<file path="src/rtl/lsu_wb_bridge_if.sv">
// Wishbone-classic bus bundle between the load/store bridge (master) and memory (slave).
interface lsu_wb_bridge_if;
  logic        wb_cyc_o;
  logic        wb_stb_o;
  logic        wb_we_o;
  logic [31:0] wb_adr_o;
  logic [3:0]  wb_sel_o;
  logic [31:0] wb_dat_o;
  logic [31:0] wb_dat_i;
  logic        wb_ack_i;
  logic        wb_err_i;

  modport master (
    output wb_cyc_o, wb_stb_o, wb_we_o, wb_adr_o, wb_sel_o, wb_dat_o,
    input  wb_dat_i, wb_ack_i, wb_err_i
  );

  modport slave (
    input  wb_cyc_o, wb_stb_o, wb_we_o, wb_adr_o, wb_sel_o, wb_dat_o,
    output wb_dat_i, wb_ack_i, wb_err_i
  );
endinterface

</file>
<file path="src/rtl/lsu_wb_bridge.sv">
// Load/store unit bridge: one Wishbone-classic transaction per memory op, with
// lane steering, load extension, pipeline stall and misaligned/illegal/bus-error reporting.
module lsu_wb_bridge #(
  parameter int unsigned TIMEOUT_CYCLES = 255
) (
  input  logic        clk,
  input  logic        reset,
  input  logic        req_valid,
  input  logic        req_we,
  input  logic [2:0]  req_funct3,
  input  logic [31:0] req_addr,
  input  logic [31:0] req_wdata,
  output logic        stall,
  output logic        resp_valid,
  output logic [31:0] resp_rdata,
  output logic        resp_misaligned,
  output logic        resp_bus_err,
  lsu_wb_bridge_if.master wb
);

  typedef enum logic [1:0] {
    ST_IDLE = 2'b00,
    ST_BUS  = 2'b01,
    ST_RESP = 2'b10
  } state_t;

  localparam bit          TIMEOUT_EN_C   = (TIMEOUT_CYCLES != 32'd0);
  localparam logic [31:0] TIMEOUT_LAST_C = TIMEOUT_EN_C ? 32'(TIMEOUT_CYCLES - 32'd1) : 32'd0;

  state_t      state_r;
  logic [31:0] cnt_r;
  logic [2:0]  funct3_r;
  logic [1:0]  lane_r;

  logic        bad_req_s;
  logic        timeout_s;
  logic [3:0]  sel_s;
  logic [31:0] dat_s;
  logic [31:0] load_s;

  function automatic logic is_illegal(input logic we, input logic [2:0] f3);
    logic ill;
    case (f3)
      3'b011, 3'b110, 3'b111: ill = 1'b1;
      3'b100, 3'b101:         ill = we;
      default:                ill = 1'b0;
    endcase
    return ill;
  endfunction

  function automatic logic is_misaligned(input logic [2:0] f3, input logic [1:0] lane);
    logic mis;
    case (f3[1:0])
      2'b01:   mis = lane[0];
      2'b10:   mis = (lane != 2'b00);
      default: mis = 1'b0;
    endcase
    return mis;
  endfunction

  function automatic logic [3:0] lane_sel(input logic [2:0] f3, input logic [1:0] lane);
    logic [3:0] sel;
    case (f3[1:0])
      2'b00:   sel = 4'b0001 << lane;
      2'b01:   sel = 4'b0011 << lane;
      default: sel = 4'b1111;
    endcase
    return sel;
  endfunction

  function automatic logic [31:0] store_replicate(input logic [2:0] f3, input logic [31:0] wdata);
    logic [31:0] d;
    case (f3[1:0])
      2'b00:   d = {4{wdata[7:0]}};
      2'b01:   d = {2{wdata[15:0]}};
      default: d = wdata;
    endcase
    return d;
  endfunction

  // Shift the addressed lane down to bit 0, then sign- or zero-extend by size.
  function automatic logic [31:0] load_extend(input logic [2:0] f3, input logic [1:0] lane,
                                              input logic [31:0] dat);
    logic [31:0] sh;
    logic [31:0] r;
    sh = dat >> {lane, 3'b000};
    case (f3)
      3'b000:  r = {{24{sh[7]}}, sh[7:0]};
      3'b100:  r = {24'd0, sh[7:0]};
      3'b001:  r = {{16{sh[15]}}, sh[15:0]};
      3'b101:  r = {16'd0, sh[15:0]};
      default: r = dat;
    endcase
    return r;
  endfunction

  // Request decode and bus-phase helpers.
  always_comb begin
    bad_req_s = is_illegal(req_we, req_funct3) || is_misaligned(req_funct3, req_addr[1:0]);
    sel_s     = lane_sel(req_funct3, req_addr[1:0]);
    dat_s     = store_replicate(req_funct3, req_wdata);
    load_s    = load_extend(funct3_r, lane_r, wb.wb_dat_i);
    if (TIMEOUT_EN_C) begin
      timeout_s = (cnt_r == TIMEOUT_LAST_C);
    end else begin
      timeout_s = 1'b0;
    end
  end

  assign stall = ((state_r == ST_IDLE) && req_valid) || (state_r == ST_BUS);

  // Transaction FSM with all bus and response outputs registered.
  always_ff @(posedge clk) begin
    if (reset) begin
      state_r         <= ST_IDLE;
      cnt_r           <= 32'd0;
      funct3_r        <= 3'b000;
      lane_r          <= 2'b00;
      resp_valid      <= 1'b0;
      resp_rdata      <= 32'd0;
      resp_misaligned <= 1'b0;
      resp_bus_err    <= 1'b0;
      wb.wb_cyc_o     <= 1'b0;
      wb.wb_stb_o     <= 1'b0;
      wb.wb_we_o      <= 1'b0;
      wb.wb_adr_o     <= 32'd0;
      wb.wb_sel_o     <= 4'b0000;
      wb.wb_dat_o     <= 32'd0;
    end else begin
      case (state_r)
        ST_IDLE: begin
          resp_valid      <= 1'b0;
          resp_rdata      <= 32'd0;
          resp_misaligned <= 1'b0;
          resp_bus_err    <= 1'b0;
          cnt_r           <= 32'd0;
          if (req_valid && bad_req_s) begin
            state_r         <= ST_RESP;
            resp_valid      <= 1'b1;
            resp_misaligned <= 1'b1;
          end else if (req_valid) begin
            state_r     <= ST_BUS;
            funct3_r    <= req_funct3;
            lane_r      <= req_addr[1:0];
            wb.wb_cyc_o <= 1'b1;
            wb.wb_stb_o <= 1'b1;
            wb.wb_we_o  <= req_we;
            wb.wb_adr_o <= {req_addr[31:2], 2'b00};
            wb.wb_sel_o <= sel_s;
            wb.wb_dat_o <= dat_s;
          end else begin
            state_r <= ST_IDLE;
          end
        end
        ST_BUS: begin
          if (wb.wb_err_i || wb.wb_ack_i || timeout_s) begin
            // err outranks ack; a timeout is reported the same way as err.
            state_r         <= ST_RESP;
            cnt_r           <= 32'd0;
            resp_valid      <= 1'b1;
            resp_misaligned <= 1'b0;
            resp_bus_err    <= wb.wb_err_i || !wb.wb_ack_i;
            resp_rdata      <= (wb.wb_err_i || !wb.wb_ack_i || wb.wb_we_o) ? 32'd0 : load_s;
            wb.wb_cyc_o     <= 1'b0;
            wb.wb_stb_o     <= 1'b0;
            wb.wb_we_o      <= 1'b0;
            wb.wb_sel_o     <= 4'b0000;
          end else begin
            cnt_r <= cnt_r + 32'd1;
          end
        end
        ST_RESP: begin
          state_r         <= ST_IDLE;
          resp_valid      <= 1'b0;
          resp_rdata      <= 32'd0;
          resp_misaligned <= 1'b0;
          resp_bus_err    <= 1'b0;
        end
        default: begin
          state_r     <= ST_IDLE;
          resp_valid  <= 1'b0;
          wb.wb_cyc_o <= 1'b0;
          wb.wb_stb_o <= 1'b0;
        end
      endcase
    end
  end

endmodule
</file>
<file path="src/flat_wrapper.sv">
// flat-port wrapper written by rule: the top's interface ports become plain ports
module lsu_wb_bridge_flat 
#(
  parameter int unsigned TIMEOUT_CYCLES = 255
)
  (clk, reset, req_valid, req_we, req_funct3, req_addr, req_wdata, stall, resp_valid, resp_rdata, resp_misaligned, resp_bus_err, wb_wb_cyc_o, wb_wb_stb_o, wb_wb_we_o, wb_wb_adr_o, wb_wb_sel_o, wb_wb_dat_o, wb_wb_dat_i, wb_wb_ack_i, wb_wb_err_i);
  lsu_wb_bridge_if wb_i ();
  input  logic clk;
  input  logic reset;
  input  logic req_valid;
  input  logic req_we;
  input  logic [2:0] req_funct3;
  input  logic [31:0] req_addr;
  input  logic [31:0] req_wdata;
  output logic stall;
  output logic resp_valid;
  output logic [31:0] resp_rdata;
  output logic resp_misaligned;
  output logic resp_bus_err;
  output wire logic [$bits(wb_i.wb_cyc_o)-1:0] wb_wb_cyc_o;
  output wire logic [$bits(wb_i.wb_stb_o)-1:0] wb_wb_stb_o;
  output wire logic [$bits(wb_i.wb_we_o)-1:0] wb_wb_we_o;
  output wire logic [$bits(wb_i.wb_adr_o)-1:0] wb_wb_adr_o;
  output wire logic [$bits(wb_i.wb_sel_o)-1:0] wb_wb_sel_o;
  output wire logic [$bits(wb_i.wb_dat_o)-1:0] wb_wb_dat_o;
  input wire logic [$bits(wb_i.wb_dat_i)-1:0] wb_wb_dat_i;
  input wire logic [$bits(wb_i.wb_ack_i)-1:0] wb_wb_ack_i;
  input wire logic [$bits(wb_i.wb_err_i)-1:0] wb_wb_err_i;
  assign wb_wb_cyc_o = wb_i.wb_cyc_o;
  assign wb_wb_stb_o = wb_i.wb_stb_o;
  assign wb_wb_we_o = wb_i.wb_we_o;
  assign wb_wb_adr_o = wb_i.wb_adr_o;
  assign wb_wb_sel_o = wb_i.wb_sel_o;
  assign wb_wb_dat_o = wb_i.wb_dat_o;
  assign wb_i.wb_dat_i = wb_wb_dat_i;
  assign wb_i.wb_ack_i = wb_wb_ack_i;
  assign wb_i.wb_err_i = wb_wb_err_i;
  lsu_wb_bridge #(.TIMEOUT_CYCLES(TIMEOUT_CYCLES)) u_core (.clk(clk), .reset(reset), .req_valid(req_valid), .req_we(req_we), .req_funct3(req_funct3), .req_addr(req_addr), .req_wdata(req_wdata), .stall(stall), .resp_valid(resp_valid), .resp_rdata(resp_rdata), .resp_misaligned(resp_misaligned), .resp_bus_err(resp_bus_err), .wb(wb_i));
endmodule
</file>
<file path="config.mk">
export PLATFORM = sky130hd
export DESIGN_NAME = lsu_wb_bridge_flat
export DESIGN_NICKNAME = d
export VERILOG_FILES = /design/src/rtl/lsu_wb_bridge_if.sv /design/src/rtl/lsu_wb_bridge.sv /design/src/flat_wrapper.sv
export SDC_FILE = /design/constraint.sdc
export NUM_CORES = 1
export LEC_CHECK = 0
export BUFFER_PORTS_ARGS = -buffer_cell sky130_fd_sc_hd__buf_2
export CAP_MARGIN = 25
export CORE_MARGIN = 1.5
export CORE_UTILIZATION = 40
export CTS_BUF_LIST = sky130_fd_sc_hd__clkbuf_4
export CTS_CLUSTER_SIZE = 28
export DETAILED_ROUTE_END_ITERATION = 12
export GPL_TIMING_DRIVEN = 0
export MAX_ROUTING_LAYER = met4
export PLACE_DENSITY = 0.63
export SLEW_MARGIN = 10
export SYNTH_ARGS = -nofsm -noshare
export SYNTH_HDL_FRONTEND = slang
export SYNTH_SLANG_ARGS = --single-unit
</file>
<file path="constraint.sdc">
create_clock -name clk -period 6.5 [get_ports clk]
set_input_delay 0 -clock clk [delete_from_list [all_inputs] [get_ports clk]]
set_output_delay 0 -clock clk [all_outputs]
set_load 0.01 [all_outputs]
</file>
# --- Yosys cells after proc, flatten, opt, wreduce, memory -nomap -nowiden ---
# Index checks and enable logic that the tools add are counted.
totals:
  register_bits: 142
  input_bits: 105
op_classes:
  add_sub_neg: 1
  muxes: 31
  n_reduce_logical: 24
  bitwise: 2
  eq_ne: 16
  shift: 3
ops:
  columns: ["operator", "count"]
  rows:
  - ["$pmux W32 S2", 3]
  - ["$pmux W32 S4", 1]
  - ["$mux W32", 3]
  - ["$add A32 B1 Y32 const B", 1]
  - ["$eq A32 B8 Y1 const B", 1]
  - ["$shr A32 B5 Y16", 1]
  - ["$eq A3 B3 Y1 const B", 6]
  - ["$pmux W4 S2", 2]
  - ["$mux W4", 3]
  - ["$pmux W1 S2", 5]
  - ["$mux W1", 9]
  - ["$reduce_and A4 Y1", 2]
  - ["$logic_or A1 B1 Y1", 6]
  - ["$ne A2 B2 Y1 const B", 3]
  - ["$pmux W1 S3", 2]
  - ["$reduce_bool A2 Y1", 3]
  - ["$eq A2 B1 Y1 const B", 2]
  - ["$eq A2 B2 Y1 const B", 2]
  - ["$logic_not A2 Y1", 2]
  - ["$mux W2", 2]
  - ["$pmux W2 S2", 1]
  - ["$reduce_and A2 Y1", 2]
  - ["$reduce_or A2 Y1", 2]
  - ["$shl A1 B2 Y4 const A", 1]
  - ["other kinds (10)", 12]

# --- Logic depth before layout (Yosys ltp) ---
# Gate-level depths: netlist of the first run.
depth:
  word_depth: 7
  mapped_depth: 12
  ltp_nobuf: 7

# --- Least setup slack after synthesis of the first run ---
# Ideal clock, no wire load.
synth_timing:
  path_type: "input to register"
  startpoint: "input port req_funct3[1]"
  endpoint: "register u_core.wb.wb_adr_o[11]"
  t_required_ns: 6.368
  path_slack_ns: 4.277
  setup_ns: 0.132
  stages: 12
  arrival_ns: 2.091
  path_cell_list: "clkbuf_1 inv_1 ha_1 buf_2 nor2_2 o21ai_0 or3_1 clkbuf_1 buf_2 buf_1 nand2_1 a21oi_1"
synth_via:
  elab_chain_len: 7
synth_rtl:
  columns: ["item", "line_no", "source"]
  rows:
  - ["from (decl)", "flat_wrapper.sv:12", "input logic [2:0] req_funct3;"]
  - ["$eq A3 B2 Y1 or $eq A3 B3 Y1 (tied branches)", "lsu_wb_bridge.sv:43", "case (f3)"]
  - ["$reduce_or A3 Y1 or $reduce_or A2 Y1 (tied branches)", "lsu_wb_bridge.sv:43", null]
  - ["$pmux W1 S2", "lsu_wb_bridge.sv:43", null]
  - ["$logic_or A1 B1 Y1 (*)", "lsu_wb_bridge.sv:99", "bad_req_s = is_illegal(req_we, req_funct3) || is_misaligned(req_funct3, req_addr[1:0]);"]
  - ["$logic_and A1 B1 Y1 (*)", "lsu_wb_bridge.sv:137", "if (req_valid && bad_req_s) begin"]
  - ["$not A1 Y1 (no line) (*)", null, null]
  - ["$reduce_and A3 Y1 (no line) (*)", null, null]
  - ["to (signal assigned)", "lsu_wb_bridge.sv:148", "wb.wb_adr_o <= {req_addr[31:2], 2'b00};"]
  - ["to (decl)", "lsu_wb_bridge_if.sv:14", "output wb_cyc_o, wb_stb_o, wb_we_o, wb_adr_o, wb_sel_o, wb_dat_o,"]
# Mark *: on every way between the ends. The rest lies on a longest branch, timed or not.
# A chain may end at the register's enable or synchronous reset.

# --- Worst setup path in the final report of the first run ---
layout_timing:
  startpoint: "input port req_funct3[1]"
  endpoint: "register u_core.wb.wb_dat_o[27]"
layout_via:
  elab_chain_len: 7
layout_rtl:
  columns: ["item", "line_no", "source"]
  rows:
  - ["$eq A3 B2 Y1 or $eq A3 B3 Y1 (tied branches)", "lsu_wb_bridge.sv:43", null]
  - ["$reduce_or A3 Y1 or $reduce_or A2 Y1 (tied branches)", "lsu_wb_bridge.sv:43", null]
  - ["$pmux W1 S2", "lsu_wb_bridge.sv:43", null]
  - ["$logic_or A1 B1 Y1", "lsu_wb_bridge.sv:99", null]
  - ["$logic_and A1 B1 Y1", "lsu_wb_bridge.sv:137", null]
  - ["$not A1 Y1 (no line)", null, null]
  - ["$reduce_and A3 Y1 (no line)", null, null]
  - ["to (signal assigned)", "lsu_wb_bridge.sv:150", "wb.wb_dat_o <= dat_s;"]
  - ["to (decl)", "lsu_wb_bridge_if.sv:14", null]
# Parallel ways exist; a longest one is shown, timed or not.

==> impl_metrics.ini, run 1 <==
[synthesis]
synth_top_cell_area_share = 0.404
synth_edf_count = 0
syn_inst = 854
async_flop_share = 0
synth_flop_cell = dfxtp_1
ys_warn_count = 0
synth-seq-cells = 141
yosys-top-cells-area = dfxtp_1 40%, nand2_1 6.9%, a21oi_1 5.7%, mux2i_1 5.2%, nand2b_1 3.2%
syn_area_um2 = 6990
yosysTopAreaCell = dfxtp_1
syn-mean-instance-area_um2 = 8.19
ys_seq_area_frac = 0.404
synth.distinct_cells = 62

[die]
dieWidth_um = 135
ioPinCount = 212
core-area_um2 = 17200
die_y_um = 135
start_util = 0.407
dieArea_um2 = 18300
rows = 48

[cts]
clk_path_buf_depth = 2
ctsResizeCount = 0
clk_latency_ns = 0.57
cts_post_setup_buffers_inserted = 0
cts_tree = built
clock_sinks = 141
cts_inserted_buffers = 17
cts.clk_slew.worst_paths_ns = 0.14
cts-root-buf = clkbuf_4
htreeDepth = 4

[sta]
hold_violations = 0
min_period_ns = 3.50
slew_viol_final = 0
slew_headroom = 0.392
max_freq_mhz = 286
fin_skew_ns = 0.0157
max_slew.worst_pin.slew_ns = 0.911
min_period_over_period = 0.538
tns_ns = 0
setup_viol = 0
grt_setup_unrepaired = false

[worst_setup_path]
start_kind = input port
worstReg2RegStart = u_core.resp_valid
cp_max_fo = 10
reg2reg_depth = 9
r2r_slack_ns = 3.32
path_class = input port to flop
startpoint = req_funct3[1]
endpoint = u_core.wb.wb_dat_o[27]
r2r_end = u_core.resp_rdata[11]
required_ns = 6.95
cp-end-kind = flop
critPathArrivalTime_ns = 3.95

[power_and_ir_drop]
cellInternalPower_w = 0.00129
swShare = 0.326
p_clk_frac = 0.306
pwr-share-seq = 0.484
p_switching_w = 0.000626
power.density_nw_per_um2 = 196
p_comb_frac = 0.210
leakage_nw = 3.99
vdd_drop_max_mv = 0.142

[placed_design]
port_buffers = 209
dp_hpwl_um = 16000
globalplace.congestion = 0.841

[job]
maxCapViolCount = 0

[cells_and_area]
fillers = 1618
utilization = 0.571
layout_common_cells = 225 x buf_2, 141 x dfxtp_1, 128 x nand2_1, 119 x dlygate4sd3_1, 80 x a21oi_1
drive_above_1_share = 0.229
multi_input_area_um2 = 3730
area_growth_pct = 40.2
seqCellArea_um2 = 2820
final_nets = 1318
layout_commonest_cell = buf_2

[detailed_routing]
firstDrtPassIters = 5
wl_per_cell_um = 16.0
vias = 7563
drt_first_iter_violations = 611
maxUsedRoutingLayer = met4
via_per_inst = 5.24
drt-total-wl_um = 23000
drcViolationCount = 0
wl_met2_um = 10300
route.met3.wl_um = 1770
m1WireLength_um = 10300
ant_nets = 0

[global_routing]
antenna_found_initial = 1
grt_max_degree = 17
grt.total_usage = 0.259
grt_pass1_vias = 7271
grt-ovfl-total = 0
grt_pass1_wl_um = 36400

[hold_path]
holdCritPathClass = input port to flop

[outcome]
status = completed
-- power by group through the flow --
stage | logic [W] | registers (W) | clock network [W]
global route | 0.000439 | 0.000934 | 0.000630
CTS | 0.000397 | 0.000929 | 0.000600
detailed placement | 0.000341 | 0.000947 | 0
floorplan | 0.000184 | 0.000964 | 0
global placement | 0.000339 | 0.000947 | 0
finish | 0.000403 | 0.000930 | 0.000587
-- cells by family after synthesis --
kind of cell | Yosys count | share of synthesized area
other | 1 | 0.000536
flip-flops | 141 | 0.404
AND/OR/NAND/NOR | 337 | 0.244
buffers and inverters | 102 | 0.0628
multiplexers | 39 | 0.0596
AO/OA/AOI/OAI | 223 | 0.210
adder cells (fa/ha/maj) | 10 | 0.0179
XOR/XNOR | 1 | 0.00125
-- worst min path at each step --
stage                       start                     end  cells past startpoint
finish               req_addr[22]  u_core.wb.wb_adr_o[22]                      4
global placement     req_addr[23]  u_core.wb.wb_adr_o[23]                      3
global route         req_addr[22]  u_core.wb.wb_adr_o[22]                      4
CTS                  req_addr[14]  u_core.wb.wb_adr_o[14]                      4
floorplan           req_funct3[2]      u_core.funct3_r[2]                      2
detailed placement   req_addr[29]  u_core.wb.wb_adr_o[29]                      3
-- layout make-up --
type                            instances  area share
Multi-Input combinational cell        612       0.381
Clock inverter                         15      0.0157
Timing Repair Buffer                  329       0.229
Clock buffer                           17      0.0130
Sequential cell                       141       0.288
Tap cell                              225      0.0287
Antenna cell                            1    0.000255
Buffer                                 68      0.0318
Inverter                               34      0.0130
-- layer usage --
metal  GRT usage  vias up
li1            -     3760
met1       0.328     3442
met2       0.401      313
met3      0.0625       48
met4      0.0956        0
met5           -        -
-- registers in the layout, summed over array words and instances (netlist names) --
name and cells:
u_core.cnt_r 32, u_core.funct3_r 3, u_core.lane_r 2, u_core.resp_bus_err 1
u_core.resp_misaligned 1, u_core.resp_rdata 32, u_core.resp_valid 1, u_core.state_r 1
u_core.wb.wb_adr_o 30, u_core.wb.wb_dat_o 32, u_core.wb.wb_sel_o 4, u_core.wb.wb_stb_o 1
u_core.wb.wb_we_o 1
-- cell usage after synthesis (all sizes together) (2+ instances only) --
master	number
mux4	2
o31a	2
nand3	23
o21ai	30
a31oi	15
or3	11
and2	4
inv	34
ha	10
or4	4
and3	6
o32ai	16
a41oi	3
nor3	25
clkbuf	43
o22a	7
or4b	2
and4	3
mux2i	36
a21oi	80
a22o	8
dfxtp	141
o211ai	8
a31o	2
nand2b	36
a211oi	24
nand2	128
o2111ai	7
nand4	10
a32oi	9
buf	25
nor4	8
nor3b	11
nor2	43
nor2b	20
a21o	2
-- through the flow --
step,hold slack [ns],total power [W],setup slack (ns),instances,instance area (µm²)
2_1_floorplan,0.136,0.00115,4.28,855,7000
3_3_place_gp,0.240,0.00129,3.60,1289,8320
3_5_place_dp,0.247,0.00129,3.57,1290,8330
4_1_cts,0.147,0.00193,3.11,1441,9800
5_1_grt,0.170,0.00200,2.77,1442,9800
6_report,0.198,0.00192,3.00,1442,9800
-- worst max-delay path: stages --
cell           delay [ns]
dlygate4sd3_1        0.54
buf_2                0.13
clkbuf_1             0.42
inv_1                0.14
ha_1                 0.20
buf_2                0.19
nor2_2               0.34
o21ai_0              0.25
or3_1                0.39
clkbuf_1             0.13
clkbuf_1             0.24
a211oi_1             0.32
dlygate4sd3_1        0.60
nor3_1               0.06
-- repair_timing --
action,4_1_cts,5_1_grt
endpoints found under the setup margin,0,0
hold buffers,119,0
hold endpoints to repair,111,0
Power figures use the tool's default switching activity.
==> inputs of run 2 (changes only) <==
- ABC_AREA: default -> 1
- PLACE_DENSITY: 0.63 -> 0.62
- clock period: 6.5 -> 3.35 ns (I/O delays scaled with it)
==> impl_metrics.ini, run 2 <==
[global_routing]
grt_pass1_wl_um = 42700
grt.total_usage = 0.275
grt_max_degree = 17
grt-ovfl-total = 0
grt_pass1_vias = 8630
antenna_found_initial = 1

[worst_setup_path]
worstReg2RegStart = u_core.resp_valid
r2r_slack_ns = 0.83
cp_top_family = buffers and inverters
cp.buffers_inverters = 4
startpoint = u_core.resp_valid
endpoint = u_core.resp_rdata[6]
critPathArrivalTime_ns = 3.03
cp_max_fo = 9
r2r_end = u_core.resp_rdata[6]
cp-end-kind = flop
required_ns = 3.86
crit_path_top_delay_cell = dlygate4sd3_1
crit_cells = 11
path_class = flop to flop
max_stage_delay_ns = 0.59
start_kind = flop
reg2reg_depth = 11
cp_cell_sequence = inv_1 -> ha_1 -> buf_4 -> nor2_8 -> nand2_1 -> inv_1 -> o21ai_0 -> a21oi_1 -> dlygate4sd3_1 -> nand2_1 -> a21oi_1

[synthesis]
ys_seq_area_frac = 0.366
ys_warn_count = 0
synthTopCellsByCount = 282 x nand2_1, 141 x dfxtp_1, 138 x a21oi_1
async_flop_share = 0
synth.most_common_cell = nand2_1
yosys-top-cells-area = dfxtp_1 37%, nand2_1 14%, a21oi_1 9.0%, nand3_1 6.4%, nor2_1 5.4%
synth-seq-cells = 141
syn_area_um2 = 7700
synth_top_cell_area_share = 0.366
syn_inst = 1153
synth_edf_count = 0
synth_flop_cell = dfxtp_1
synth.distinct_cells = 47
yosysTopAreaCell = dfxtp_1
syn-mean-instance-area_um2 = 6.68

[power_and_ir_drop]
p_clk_frac = 0.293
p_comb_frac = 0.258
p_switching_w = 0.00143
cellInternalPower_w = 0.00258
power.density_nw_per_um2 = 379
leakage_nw = 4.60
swShare = 0.356
vdd_drop_max_mv = 0.241
pwr-share-seq = 0.448

[die]
rows = 50
die_y_um = 142
ioPinCount = 212
dieWidth_um = 142
core-area_um2 = 18800
start_util = 0.410
dieArea_um2 = 20100

[sta]
slew_headroom = 0.580
fin_skew_ns = 0.0288
tns_ns = 0
setup_viol = 0
grt_setup_unrepaired = false
min_period_ns = 2.52
max_freq_mhz = 397
max_slew.worst_pin.slew_ns = 0.630
slew_viol_final = 0
min_period_over_period = 0.752
hold_violations = 0

[cts]
cts-root-buf = clkbuf_4
cts_inserted_buffers = 17
clk_latency_ns = 0.58
htreeDepth = 4
clock_sinks = 141
clk_path_buf_depth = 2
cts_tree = built
cts.clk_slew.worst_paths_ns = 0.15

[detailed_routing]
firstDrtPassIters = 5
via_per_inst = 5.15
vias = 9027
ant_nets = 0
drcViolationCount = 0
drt_first_iter_violations = 747
wl_per_cell_um = 15.2
drt-total-wl_um = 26700

[placed_design]
dp_hpwl_um = 19100
port_buffers = 209
dp.cells = 1597
globalplace.congestion = 0.964

[hold_path]
holdCritPathClass = input port to flop

[outcome]
status = completed

[cells_and_area]
layout_commonest_cell = nand2_1
layout_common_cells = 282 x nand2_1, 240 x buf_2, 141 x dfxtp_1, 138 x a21oi_1, 122 x dlygate4sd3_1
final_nets = 1619
drive_above_1_share = 0.220
area_growth_pct = 37.2
fin_cells = 1752
utilization = 0.563
top_regs = u_core.cnt_r (32), u_core.resp_rdata (32), u_core.wb.wb_dat_o (32)

[job]
maxCapViolCount = 0
## run 2: changes by cell type in the layout (fill, tap and decap cells not counted), sizes merged, moves of 39 or more
| cell | delta |
|---|---|
| a21oi | +60 |
| nand4 | +39 |
| inv | +69 |
| nand2 | +161 |
| nand3 | +80 |
| nor2 | +79 |
## run 2: routing by layer
metal  up-vias  track usage  part of all wire  wire length [µm]
met5         -            -                 0                 0
met4         0       0.0836             0.023               603
li1       4495            -                 -                 -
met3        60       0.0570             0.068              1810
met1      4120        0.344              0.44             11800
met2       352        0.445              0.47             12500
## run 2: worst min-delay path by stage
stage	end	slack [ns]	depth (start not counted)	startpoint
6_report	u_core.resp_rdata[23]	0.04	7	wb_wb_dat_i[23]
5_1_grt	u_core.resp_rdata[23]	0.07	7	wb_wb_dat_i[23]
4_1_cts	u_core.resp_rdata[23]	0.007	7	wb_wb_dat_i[23]
3_5_place_dp	u_core.wb.wb_adr_o[20]	0.27	3	req_addr[20]
3_3_place_gp	u_core.wb.wb_adr_o[22]	0.27	3	req_addr[22]
2_1_floorplan	stall	0.12	2	req_valid
## run 2: logic make-up after synthesis
| group | synth area share |
|---|---|
| AND/OR/NAND/NOR | 0.338 |
| AO/OA/AOI/OAI | 0.163 |
| buffers and inverters | 0.110 |
| flip-flops | 0.366 |
| adder cells (fa/ha/maj) | 0.0162 |
| XOR/XNOR | 0.00569 |
| other | 0.000487 |
## run 2: area by class of cell
cell class | instances | area, µm²
Buffer | 77 | 452
Fill cell | 1844 | 8200
Clock inverter | 15 | 171
Tap cell | 234 | 293
Sequential cell | 141 | 2820
Clock buffer | 17 | 128
Antenna cell | 1 | 2.50
Timing Repair Buffer | 331 | 2270
Multi-Input combinational cell | 832 | 4040
Inverter | 104 | 393
## run 2: worst reg2reg max path: cells and delay by family, from the launching register on
kind | cells | cell delay (ns)
AOI/OAI and AO/OA | 3 | 0.39
adders and majority gates | 1 | 0.20
buffers and inverters | 4 | 1.07
DFF | 1 | 0.43
and+or+nand+nor | 3 | 0.38
## run 2: power groups by stage
stage / Sequential (W) / Clock [W] / Combinational (W)
2_1_floorplan: 0.00186 / 0 / 0.000529
3_3_place_gp: 0.00183 / 0 / 0.000883
3_5_place_dp: 0.00183 / 0 / 0.000883
4_1_cts: 0.00180 / 0.00120 / 0.00102
5_1_grt: 0.00181 / 0.00128 / 0.00114
6_report: 0.00180 / 0.00118 / 0.00104
## run 2: timing repair
action                     in CTS  in global routing
buffers inserted                0                  0
hold endpoints to repair      113                  0
hold buffers                  122                  0
resized for setup               0                  0
setup endpoints to repair       0                  0
## run 2: through the flow
stage | hold WS [ns] | setup WS [ns] | total power (W) | area, µm²
2_1_floorplan | 0.120 | 1.60 | 0.00239 | 7710
3_3_place_gp | 0.272 | 1.26 | 0.00271 | 9050
3_5_place_dp | 0.275 | 1.26 | 0.00271 | 9050
4_1_cts | 0.00702 | 0.844 | 0.00401 | 10600
5_1_grt | 0.0697 | 0.663 | 0.00423 | 10600
6_report | 0.0444 | 0.831 | 0.00401 | 10600
==> inputs of run 3 (changes only) <==
- clock period: 3.35 -> 2.45 ns (I/O delays scaled with it)
==> impl_metrics.ini, run 3 (synthesis gave the netlist of run 2 again) <==
[outcome]
status = completed

[worst_setup_path]
critPathArrivalTime_ns = 2.84
path_common_cell = buf_2
cp.buffers_inverters = 6
crit_path_top_delay_cell = dlygate4sd3_1
cp-end-kind = flop
start_kind = input port
cp_max_fo = 10
cp_top_family = buffers and inverters
cp_cell_sequence = dlygate4sd3_1 -> buf_2 -> clkinv_1 -> ha_1 -> buf_2 -> nor2_4 -> buf_2 -> nand2_1 -> nand2_1 -> dlygate4sd3_1 -> nand3_1 -> a21oi_1
path_class = input port to flop
max_stage_delay_ns = 0.57
required_ns = 2.97

[placed_design]
port_buffers = 209
dp_hpwl_um = 19100
place_worst_setup_slack_ns = 0.361
place_area_um2 = 9050
globalplace.congestion = 0.964

[detailed_routing]
ant_nets = 0
m1WireLength_um = 11600
firstDrtPassIters = 5
drt-total-wl_um = 26700
wl_met2_um = 12500
drcViolationCount = 0
maxUsedRoutingLayer = met4
drt_first_iter_violations = 686
via_per_inst = 5.16
route.met3.wl_um = 1990
vias = 9032
wl_per_cell_um = 15.3

[power_and_ir_drop]
leakage_nw = 4.59
vdd_drop_max_mv = 0.330
power.density_nw_per_um2 = 519

[cts]
clk_path_buf_depth = 2
clock_sinks = 141
cts_post_setup_buffers_inserted = 0
htreeDepth = 4
clk_latency_ns = 0.58
cts_tree = built
cts_inserted_buffers = 17
cts-root-buf = clkbuf_4
cts.clk_slew.worst_paths_ns = 0.14

[sta]
slew_headroom = 0.587
postLayoutSetupSlackWorst_ns = 0.126
hold_slack_ns = 0.0359
min_period_over_period = 0.948
tns_ns = 0
min_period_ns = 2.32
setup_viol = 0
max_freq_mhz = 430
max_slew.worst_pin.slew_ns = 0.620
grt_setup_unrepaired = false
slew_viol_final = 0
hold_violations = 0
fin_skew_ns = 0.0286

[cells_and_area]
top_regs = u_core.cnt_r (32), u_core.resp_rdata (32), u_core.wb.wb_dat_o (32)
layout_common_cells = 282 x nand2_1, 238 x buf_2, 140 x dfxtp_1, 138 x a21oi_1, 120 x dlygate4sd3_1
area_growth_pct = 37.1
layout_commonest_cell = nand2_1
final_nets = 1617
multi_input_area_um2 = 4050
fillers = 1849
seqCellArea_um2 = 2820
finalInstanceArea_um2 = 10600
drive_above_1_share = 0.221

[global_routing]
antenna_found_initial = 1
grt_max_degree = 17
grt_pass1_vias = 8618
grt.total_usage = 0.274
grt_pass1_wl_um = 42500
grt-ovfl-total = 0

[die]
start_util = 0.410
die_y_um = 142
dieWidth_um = 142
rows = 50
ioPinCount = 212
dieArea_um2 = 20100
core-area_um2 = 18800

[job]
maxCapViolCount = 0

[hold_path]
holdCritPathClass = input port to flop
==> run 3: changes by cell type in the layout (fill, tap and decap cells not counted) <==
cell           before  now
nor2_2              9    8
dfxtp_2             0    1
dfxtp_1           141  140
nor2_4              2    3
buf_2             240  238
dlygate4sd3_1     122  120
buf_4               5    7
==> run 3: cell type report <==
type                    instances  share of cell area
diodes                          1            0.000237
clock buffers                  17              0.0121
inverters                     104              0.0372
repair buffers                329               0.213
multi-input cells             832               0.383
flip-flops and latches        141               0.267
clock inverters                15              0.0162
well taps                     234              0.0277
plain buffers                  77              0.0432
==> run 3: per-layer routing <==
layer / vias to the layer above / GRT usage
met2: 386 / 0.445
met5: - / -
li1: 4493 / -
met3: 58 / 0.0587
met1: 4095 / 0.341
met4: 0 / 0.0836
==> run 3: worst paths after layout <==
| kind | start | end | slack, ns | cells after the start |
|---|---|---|---|---|
| min reg2reg | u_core.wb.wb_dat_o[30] | u_core.wb.wb_dat_o[30] | 0.47 | 2 |
| max | req_funct3[1] | u_core.wb.wb_dat_o[27] | 0.13 | 12 |
| min | wb_wb_dat_i[23] | u_core.resp_rdata[23] | 0.04 | 7 |
| max reg2reg | u_core.lane_r[1] | u_core.resp_rdata[0] | 0.23 | 9 |
==> run 3: through the flow <==
stage | total power, W | utilization | std cells
floorplan | 0.00327 | - | 1154
global placement | 0.00371 | 0.482 | 1597
detailed placement | 0.00371 | 0.482 | 1597
CTS | 0.00549 | 0.562 | 1749
global route | 0.00579 | 0.563 | 1750
finish | 0.00548 | 0.563 | 1750
==> run 3: timing repair <==
| action | 4_1_cts | 5_1_grt |
|---|---|---|
| resized for setup | 1 | 4 |
| endpoints found under the setup margin | 1 | 8 |
| endpoints found under the hold margin | 113 | 0 |
| hold buffers | 120 | 0 |
| cloned | 0 | 0 |
==> run 3: where the power goes <==
part	internal, W	switching (W)	leakage, nW
clock	0.000555	0.00105	0.156
combinational	0.000581	0.000838	3.29
sequential	0.00240	0.0000605	1.14
total	0.00353	0.00195	4.59
==> run 3: worst register-to-register path, cell delays in order, from the launching register on <==
cell	delay (ns)
dfxtp_1	0.33
buf_2	0.19
inv_1	0.09
buf_2	0.20
a21oi_2	0.34
nor2_1	0.08
a21oi_1	0.13
dlygate4sd3_1	0.56
nand4_1	0.11
a21oi_1	0.15
